[src/rtl/fft_io_sequencer_pkg.sv]
// Shared definitions for the FFT I/O sequencer: sequencer states, address
// width helper, word width and the bank that holds the final-stage results.
package fft_io_sequencer_pkg;

    typedef enum logic [1:0] {
        LOAD   = 2'd0,
        START  = 2'd1,
        WAIT   = 2'd2,
        UNLOAD = 2'd3
    } state_t;

    // Ceiling log2; used for address widths of power-of-two transform lengths.
    function automatic int unsigned log2(input int unsigned n);
        int unsigned r;
        r = 0;
        for (int unsigned v = 1; v < n; v = v << 1) begin
            r++;
        end
        return r;
    endfunction

    // Word width of one real/imag component: integer plus fractional bits.
    function automatic int unsigned word_width(input int unsigned i, input int unsigned f);
        return i + f;
    endfunction

    // Stages alternate between the two banks, so the final stage lands in
    // RAM2 (1) when the last stage index log2(N)-1 is odd, else in RAM1 (0).
    function automatic logic result_bank(input int unsigned n);
        return ((log2(n) - 1) % 2) == 1;
    endfunction

endpackage

[src/rtl/fft_io_sequencer_if.sv]
// Bus bundle between the sequencer and its surroundings: input sample
// stream, RAM1 load port, transform controller handshake, result-bank read
// port and output sample stream. The sequencer is the master of this bundle.
interface fft_io_sequencer_if #(
    parameter int unsigned N = 8,
    parameter int unsigned I = 4,
    parameter int unsigned F = 4
);
    import fft_io_sequencer_pkg::*;

    localparam int unsigned AW = log2(N);
    localparam int unsigned W  = word_width(I, F);

    logic          i_in_valid;
    logic          o_in_ready;
    logic [W-1:0]  i_in_re;
    logic [W-1:0]  i_in_im;
    logic          o_load_sel;
    logic          o_load_wr_en;
    logic [AW-1:0] o_load_wr_addr;
    logic [W-1:0]  o_load_re;
    logic [W-1:0]  o_load_im;
    logic          o_transform;
    logic          i_done_transform;
    logic          o_res_rd_en;
    logic [AW-1:0] o_res_rd_addr;
    logic          o_res_bank;
    logic [W-1:0]  i_res_re;
    logic [W-1:0]  i_res_im;
    logic          o_out_valid;
    logic          i_out_ready;
    logic [W-1:0]  o_out_re;
    logic [W-1:0]  o_out_im;
    logic          o_out_last;
    logic          o_busy;

    modport master (
        input  i_in_valid, i_in_re, i_in_im, i_done_transform,
               i_res_re, i_res_im, i_out_ready,
        output o_in_ready, o_load_sel, o_load_wr_en, o_load_wr_addr,
               o_load_re, o_load_im, o_transform, o_res_rd_en,
               o_res_rd_addr, o_res_bank, o_out_valid, o_out_re,
               o_out_im, o_out_last, o_busy
    );

    modport slave (
        output i_in_valid, i_in_re, i_in_im, i_done_transform,
               i_res_re, i_res_im, i_out_ready,
        input  o_in_ready, o_load_sel, o_load_wr_en, o_load_wr_addr,
               o_load_re, o_load_im, o_transform, o_res_rd_en,
               o_res_rd_addr, o_res_bank, o_out_valid, o_out_re,
               o_out_im, o_out_last, o_busy
    );

endinterface

[src/rtl/fft_io_sequencer_bit_rev.sv]
// Combinational bit reversal of a log2(N)-bit address.
module bit_rev
    import fft_io_sequencer_pkg::*;
#(
    parameter  int unsigned N  = 8,
    localparam int unsigned AW = log2(N)
) (
    input  logic [AW-1:0] addr,
    output logic [AW-1:0] rev
);

    // Mirror the address bits: MSB becomes LSB.
    always_comb begin
        rev = '0;
        for (int unsigned k = 0; k < AW; k++) begin
            rev[k] = addr[AW-1-k];
        end
    end

endmodule

[src/rtl/fft_io_sequencer.sv]
// Top-level FFT I/O sequencer: loads N samples into RAM1 in bit-reversed
// order, kicks the transform controller, waits for done and streams the
// result bank out in natural order through a 2-entry skid FIFO.
module fft_io_sequencer
    import fft_io_sequencer_pkg::*;
#(
    parameter int unsigned N = 8,
    parameter int unsigned I = 4,
    parameter int unsigned F = 4
) (
    input  logic                 clk,
    input  logic                 rst,
    fft_io_sequencer_if.master   bus
);

    localparam int unsigned   AW          = log2(N);
    localparam int unsigned   W           = word_width(I, F);
    localparam logic          RESULT_BANK = result_bank(N);
    localparam logic [AW-1:0] LAST_ADDR   = AW'(N - 1);
    localparam logic [AW:0]   RD_END      = (AW + 1)'(N);

    state_t        state;
    logic [AW-1:0] load_cnt;
    logic [AW-1:0] load_addr;
    logic [AW:0]   rd_cnt;
    logic [1:0]    occ;
    logic [1:0]    pending;
    logic          inflight;
    logic          inflight_last;
    logic [W-1:0]  fifo_re [2];
    logic [W-1:0]  fifo_im [2];
    logic [1:0]    fifo_last;
    logic          rd_ptr;
    logic          wr_ptr;
    logic          in_load;
    logic          load_hs;
    logic          out_valid;
    logic          pop;
    logic          rd_issue;

    bit_rev #(.N(N)) u_bit_rev (
        .addr (load_cnt),
        .rev  (load_addr)
    );

    // Handshakes, read issue and all combinational bus outputs.
    always_comb begin
        in_load   = (state == LOAD) && !rst;
        load_hs   = in_load && bus.i_in_valid;
        out_valid = (occ != 2'd0) && !rst;
        pop       = out_valid && bus.i_out_ready;
        // Slots still owed after this cycle's pop; counting the pop lets a
        // read overlap a drain so a ready sink gets one sample per cycle.
        pending   = occ + {1'b0, inflight} - {1'b0, pop};
        rd_issue  = (state == UNLOAD) && !rst && (rd_cnt < RD_END) && (pending < 2'd2);

        bus.o_in_ready     = in_load;
        bus.o_load_sel     = (state == LOAD);
        bus.o_load_wr_en   = load_hs;
        bus.o_load_wr_addr = load_addr;
        bus.o_load_re      = bus.i_in_re;
        bus.o_load_im      = bus.i_in_im;
        bus.o_res_rd_en    = rd_issue;
        bus.o_res_rd_addr  = rd_cnt[AW-1:0];
        bus.o_res_bank     = RESULT_BANK;
        bus.o_out_valid    = out_valid;
        bus.o_out_re       = fifo_re[rd_ptr];
        bus.o_out_im       = fifo_im[rd_ptr];
        bus.o_out_last     = out_valid && fifo_last[rd_ptr];
        bus.o_busy         = !((state == LOAD) && (load_cnt == '0));
    end

    // Sequencer FSM: load count, start pulse, done wait, read count.
    always_ff @(posedge clk) begin
        if (rst) begin
            state           <= LOAD;
            load_cnt        <= '0;
            rd_cnt          <= '0;
            bus.o_transform <= 1'b0;
        end else begin
            case (state)
                LOAD: begin
                    if (load_hs) begin
                        if (load_cnt == LAST_ADDR) begin
                            state           <= START;
                            load_cnt        <= '0;
                            bus.o_transform <= 1'b1;
                        end else begin
                            load_cnt <= load_cnt + 1'b1;
                        end
                    end
                end
                START: begin
                    bus.o_transform <= 1'b0;
                    state           <= WAIT;
                end
                WAIT: begin
                    if (bus.i_done_transform) begin
                        state <= UNLOAD;
                    end
                end
                UNLOAD: begin
                    if (rd_issue) begin
                        rd_cnt <= rd_cnt + 1'b1;
                    end
                    if (pop && fifo_last[rd_ptr]) begin
                        state  <= LOAD;
                        rd_cnt <= '0;
                    end
                end
                default: state <= LOAD;
            endcase
        end
    end

    // Read pipeline and 2-entry output FIFO; read data lands one cycle after issue.
    always_ff @(posedge clk) begin
        if (rst) begin
            occ           <= 2'd0;
            inflight      <= 1'b0;
            inflight_last <= 1'b0;
            rd_ptr        <= 1'b0;
            wr_ptr        <= 1'b0;
        end else begin
            inflight      <= rd_issue;
            inflight_last <= rd_issue && (rd_cnt[AW-1:0] == LAST_ADDR);
            if (inflight) begin
                fifo_re[wr_ptr]   <= bus.i_res_re;
                fifo_im[wr_ptr]   <= bus.i_res_im;
                fifo_last[wr_ptr] <= inflight_last;
                wr_ptr            <= ~wr_ptr;
            end
            if (pop) begin
                rd_ptr <= ~rd_ptr;
            end
            occ <= occ + {1'b0, inflight} - {1'b0, pop};
        end
    end

endmodule

[src/flat_wrapper.sv]
// flat-port wrapper written by rule: the top's interface ports become plain ports
module fft_io_sequencer_flat import fft_io_sequencer_pkg::*;
#(
    parameter int unsigned N = 8,
    parameter int unsigned I = 4,
    parameter int unsigned F = 4
)
  (clk, rst, bus_i_in_valid, bus_i_in_re, bus_i_in_im, bus_i_done_transform, bus_i_res_re, bus_i_res_im, bus_i_out_ready, bus_o_in_ready, bus_o_load_sel, bus_o_load_wr_en, bus_o_load_wr_addr, bus_o_load_re, bus_o_load_im, bus_o_transform, bus_o_res_rd_en, bus_o_res_rd_addr, bus_o_res_bank, bus_o_out_valid, bus_o_out_re, bus_o_out_im, bus_o_out_last, bus_o_busy);
  fft_io_sequencer_if #(.N(N), .I(I), .F(F)) bus_i ();
  input  logic clk;
  input  logic rst;
  input wire logic [$bits(bus_i.i_in_valid)-1:0] bus_i_in_valid;
  input wire logic [$bits(bus_i.i_in_re)-1:0] bus_i_in_re;
  input wire logic [$bits(bus_i.i_in_im)-1:0] bus_i_in_im;
  input wire logic [$bits(bus_i.i_done_transform)-1:0] bus_i_done_transform;
  input wire logic [$bits(bus_i.i_res_re)-1:0] bus_i_res_re;
  input wire logic [$bits(bus_i.i_res_im)-1:0] bus_i_res_im;
  input wire logic [$bits(bus_i.i_out_ready)-1:0] bus_i_out_ready;
  output wire logic [$bits(bus_i.o_in_ready)-1:0] bus_o_in_ready;
  output wire logic [$bits(bus_i.o_load_sel)-1:0] bus_o_load_sel;
  output wire logic [$bits(bus_i.o_load_wr_en)-1:0] bus_o_load_wr_en;
  output wire logic [$bits(bus_i.o_load_wr_addr)-1:0] bus_o_load_wr_addr;
  output wire logic [$bits(bus_i.o_load_re)-1:0] bus_o_load_re;
  output wire logic [$bits(bus_i.o_load_im)-1:0] bus_o_load_im;
  output wire logic [$bits(bus_i.o_transform)-1:0] bus_o_transform;
  output wire logic [$bits(bus_i.o_res_rd_en)-1:0] bus_o_res_rd_en;
  output wire logic [$bits(bus_i.o_res_rd_addr)-1:0] bus_o_res_rd_addr;
  output wire logic [$bits(bus_i.o_res_bank)-1:0] bus_o_res_bank;
  output wire logic [$bits(bus_i.o_out_valid)-1:0] bus_o_out_valid;
  output wire logic [$bits(bus_i.o_out_re)-1:0] bus_o_out_re;
  output wire logic [$bits(bus_i.o_out_im)-1:0] bus_o_out_im;
  output wire logic [$bits(bus_i.o_out_last)-1:0] bus_o_out_last;
  output wire logic [$bits(bus_i.o_busy)-1:0] bus_o_busy;
  assign bus_i.i_in_valid = bus_i_in_valid;
  assign bus_i.i_in_re = bus_i_in_re;
  assign bus_i.i_in_im = bus_i_in_im;
  assign bus_i.i_done_transform = bus_i_done_transform;
  assign bus_i.i_res_re = bus_i_res_re;
  assign bus_i.i_res_im = bus_i_res_im;
  assign bus_i.i_out_ready = bus_i_out_ready;
  assign bus_o_in_ready = bus_i.o_in_ready;
  assign bus_o_load_sel = bus_i.o_load_sel;
  assign bus_o_load_wr_en = bus_i.o_load_wr_en;
  assign bus_o_load_wr_addr = bus_i.o_load_wr_addr;
  assign bus_o_load_re = bus_i.o_load_re;
  assign bus_o_load_im = bus_i.o_load_im;
  assign bus_o_transform = bus_i.o_transform;
  assign bus_o_res_rd_en = bus_i.o_res_rd_en;
  assign bus_o_res_rd_addr = bus_i.o_res_rd_addr;
  assign bus_o_res_bank = bus_i.o_res_bank;
  assign bus_o_out_valid = bus_i.o_out_valid;
  assign bus_o_out_re = bus_i.o_out_re;
  assign bus_o_out_im = bus_i.o_out_im;
  assign bus_o_out_last = bus_i.o_out_last;
  assign bus_o_busy = bus_i.o_busy;
  fft_io_sequencer #(.N(N), .I(I), .F(F)) u_core (.clk(clk), .rst(rst), .bus(bus_i));
endmodule
[config.mk]
export PLATFORM = sky130hd
export DESIGN_NAME = fft_io_sequencer_flat
export DESIGN_NICKNAME = d
export VERILOG_FILES = /design/src/rtl/fft_io_sequencer_pkg.sv /design/src/rtl/fft_io_sequencer_if.sv /design/src/rtl/fft_io_sequencer_bit_rev.sv /design/src/rtl/fft_io_sequencer.sv /design/src/flat_wrapper.sv
export SDC_FILE = /design/constraint.sdc
export NUM_CORES = 1
export LEC_CHECK = 0
export CAP_MARGIN = 20
export CORE_MARGIN = 2
export CORE_UTILIZATION = 48
export CTS_CLUSTER_SIZE = 24
export DETAILED_ROUTE_END_ITERATION = 10
export GPL_TIMING_DRIVEN = 0
export PLACE_DENSITY = 0.9
export SKIP_CTS_REPAIR_TIMING = 1
export SLEW_MARGIN = 25
export SYNTH_ARGS = -nofsm -noshare
export SYNTH_HDL_FRONTEND = slang
export SYNTH_HIERARCHICAL = 1
export SYNTH_SLANG_ARGS = --single-unit
[constraint.sdc]
create_clock -name clk -period 4.28 [get_ports clk]
set_input_delay 1.07 -clock clk [delete_from_list [all_inputs] [get_ports clk]]
set_output_delay 1.07 -clock clk [all_outputs]
set_load 0.005 [all_outputs]
==> flow_metrics.py <==
metrics = {
    "run_status": {
        "status": "finished clean",
    },
    "power_and_ir_drop": {
        "p_leak_nw": 1.27,
        "ir_drop_mv": 0.126,
        "power_density_nw_per_um2": 273,
        "power_w": 0.000874,
    },
    "sta": {
        "finalHoldViolations": 0,
        "whs_ns": 0.444,
        "skew_ns": 0.00593,
        "rsz0062_at_grt": "false",
        "fmax_mhz": 249,
        "slew_headroom_pct": 63.1,
        "max_slew.worst_pin.slew_ns": 0.553,
        "setup_viol": 0,
        "setup_ws_ns": 0.271,
        "min_period_over_period_pct": 93.7,
        "final_max_slew_viol_count": 0,
        "fin_crit_ns": 4.01,
    },
    "finish": {
        "fin_nets": 298,
        "area_growth_pct": 38.9,
        "diodes": 0,
        "fin_cells": 304,
        "drive_gt1_share_pct": 27.2,
        "fin_area_um2": 3210,
    },
    "logic_synthesis": {
        "netlist.area_leader.share_pct": 44.2,
        "synth_edf_count": 34,
        "synth.avg_cell_area_um2": 13.7,
        "synth-seq-cells": 51,
        "yosysWarnings": 6,
        "postSynthCellCount": 168,
        "syn_area_um2": 2310,
        "ys.flop_type": "edfxtp_1",
        "ys_seq_area_share_pct": 59.0,
        "synth_top_area_cell": "edfxtp_1",
        "synth.net_count": 217,
        "synth_cell_types": 44,
        "synth-async-reset-ratio_pct": 0,
        "yosys-top-cells-count": "edfxtp_1 (34), buf_4 (23), dfxtp_1 (17), mux2_2 (16), ha_1 (12)",
        "yosysMostFrequentCell": "edfxtp_1",
        "synth_area_leaders": "edfxtp_1 (44%), dfxtp_1 (15%), mux2_2 (7.8%)",
    },
    "setup_path": {
        "path_cells": "clkdlybuf4s50_1 -> nand2_2 -> inv_1 -> ha_1 -> inv_1 -> ha_1 -> xor3_2 -> nor2_4 -> clkbuf_2",
        "cp_slowest_cell": "clkdlybuf4s50_1",
        "crit_path_max_fanout": 4,
        "worstSetupEndpointType": "output pin",
        "slowest_delay_ns": 0.50,
        "cp_data_required_time_ns": 3.21,
        "worstPathArrival_ns": 2.94,
        "worstSetupPathType": "in2out",
        "startpoint_type": "primary input",
    },
    "route": {
        "drt_iter0_drc": 58,
        "drc": 0,
        "post_drt_via_cell_ratio": 4.89,
        "wl_per_cell_um": 13.5,
        "wl_um": 4110,
        "ant_nets": 0,
        "firstDrtPassIters": 4,
        "vias": 1486,
    },
    "floorplan": {
        "die_w_um": 73.4,
        "initial_core_util_pct": 49.2,
        "ios": 84,
        "die_h_um": 73.4,
        "die-area_um2": 5380,
        "design.core.area_um2": 4690,
        "placementRows": 25,
    },
    "clock_tree": {
        "cts_htree_levels": 2,
        "insertion_delay_ns": 0.29,
        "cts.path.max_buffers": 2,
        "path_clk_slew_ns": 0.09,
        "cts_buffers": 5,
        "cts-root-buf": "clkbuf_8",
        "cts_tree": "yes",
        "clkSinkCount": 51,
    },
    "placed_design": {
        "gp_congestion": 0.729,
        "dp.cells": 292,
        "dpl_worst_slack_ns": -0.371,
        "port-buffer-count": 66,
        "dp_hpwl_um": 3120,
        "placed_area_um2": 3080,
    },
    "worst_hold_path": {
        "hp-class": "reg2reg",
    },
    "global_route": {
        "grt_pass1_vias": 1408,
        "grt_pass1_wl_um": 6080,
        "grt-ovfl-total": 0,
        "grt_max_degree": 17,
        "grt_antenna_before_repair": 0,
        "track_usage_pct": 14.9,
    },
    "flow_run": {
        "maxCapViolCount": 0,
    },
}
## cell families after synthesis
family | count (synthesis) | share of synthesized area, %
compound gates | 17 | 5.96
xor+xnor | 3 | 1.79
fa+ha+maj | 12 | 6.50
buf+inv | 38 | 10.3
flops | 51 | 59.0
mux | 19 | 9.32
other cells | 1 | 0.162
simple gates | 27 | 6.99
## per-layer routing
layer | share of wire, % | wire [um] | global-route usage (%) | vias up
met5 | 0 | 0 | 0 | -
met4 | 1.5 | 62 | 5.66 | 0
met3 | 5.8 | 239 | 4.39 | 8
met2 | 52 | 2150 | 26.5 | 48
met1 | 40 | 1650 | 16.8 | 692
li1 | - | - | - | 738
## worst max-delay path, delay by kind of cell
kind	cells	cell delay [ns]
and+or+nand+nor	2	0.27
adders and majority gates	2	0.45
buffers and inverters	4	0.73
xor gates and xnor gates	1	0.42
## report_power, final
group	switching, W	leakage [nW]	total (W)	internal, W
Sequential	0.00000277	0.441	0.000529	0.000526
Clock	0.000145	0.0452	0.000260	0.000115
Combinational	0.0000263	0.780	0.0000850	0.0000588
## metrics by stage
| stage | util, % | setup TNS, ns |
|---|---|---|
| 3_3_place_gp | 64.7 | -2.82 |
| 4_1_cts | 67.4 | -0.388 |
| 3_5_place_dp | 65.6 | -0.371 |
| 2_1_floorplan | - | 0 |
| 5_1_grt | 68.3 | 0 |
| 6_report | 68.3 | 0 |
## final cells by class
class,count,area [um2]
fill,350,1490
sequential,51,1360
multi-input combinational,79,734
timing repair buffer,74,718
buffer,27,196
clock buffer,6,72.6
tap,54,67.6
inverter,11,41.3
clock inverter,2,13.8
## placed cells by master, fill, tap and decap left out, types with 3 or more instances in the layout
cell type	instances
clkdlybuf4s50_1	64
edfxtp_1	34
buf_4	31
dfxtp_1	17
mux2_2	16
ha_1	12
inv_1	10
clkbuf_8	5
nor2_1	5
nand2_1	4
clkbuf_1	3
## path summary, 6_finish.rpt
kind              slack (ns)  cells past startpoint                             to                             from
setup / recovery        0.27                      9                bus_o_res_rd_en                  bus_i_out_ready
hold / removal          0.44                      0  u_core/fifo_last[1]$_DFFE_PP_  u_core/inflight_last$_SDFF_PP0_
setup reg to reg        1.79                     13  u_core/rd_cnt[3]$_SDFFE_PP0P_         u_core/occ[0]$_SDFF_PP0_
hold reg to reg         0.44                      0  u_core/fifo_last[1]$_DFFE_PP_  u_core/inflight_last$_SDFF_PP0_
## flip-flops by register name, indices dropped and copies added (netlist names), named ones only
| name | count |
|---|---|
| u_core/fifo_im | 16 |
| u_core/fifo_re | 16 |
| u_core/rd_cnt | 4 |
| u_core/load_cnt | 3 |
| u_core/fifo_last | 2 |
| u_core/occ | 2 |
| u_core/state | 2 |
| u_core/bus.o_transform | 1 |
| u_core/inflight | 1 |
| u_core/inflight_last | 1 |
| u_core/rd_ptr | 1 |
| u_core/wr_ptr | 1 |
Note: power is estimated with default switching activity, not from simulation.
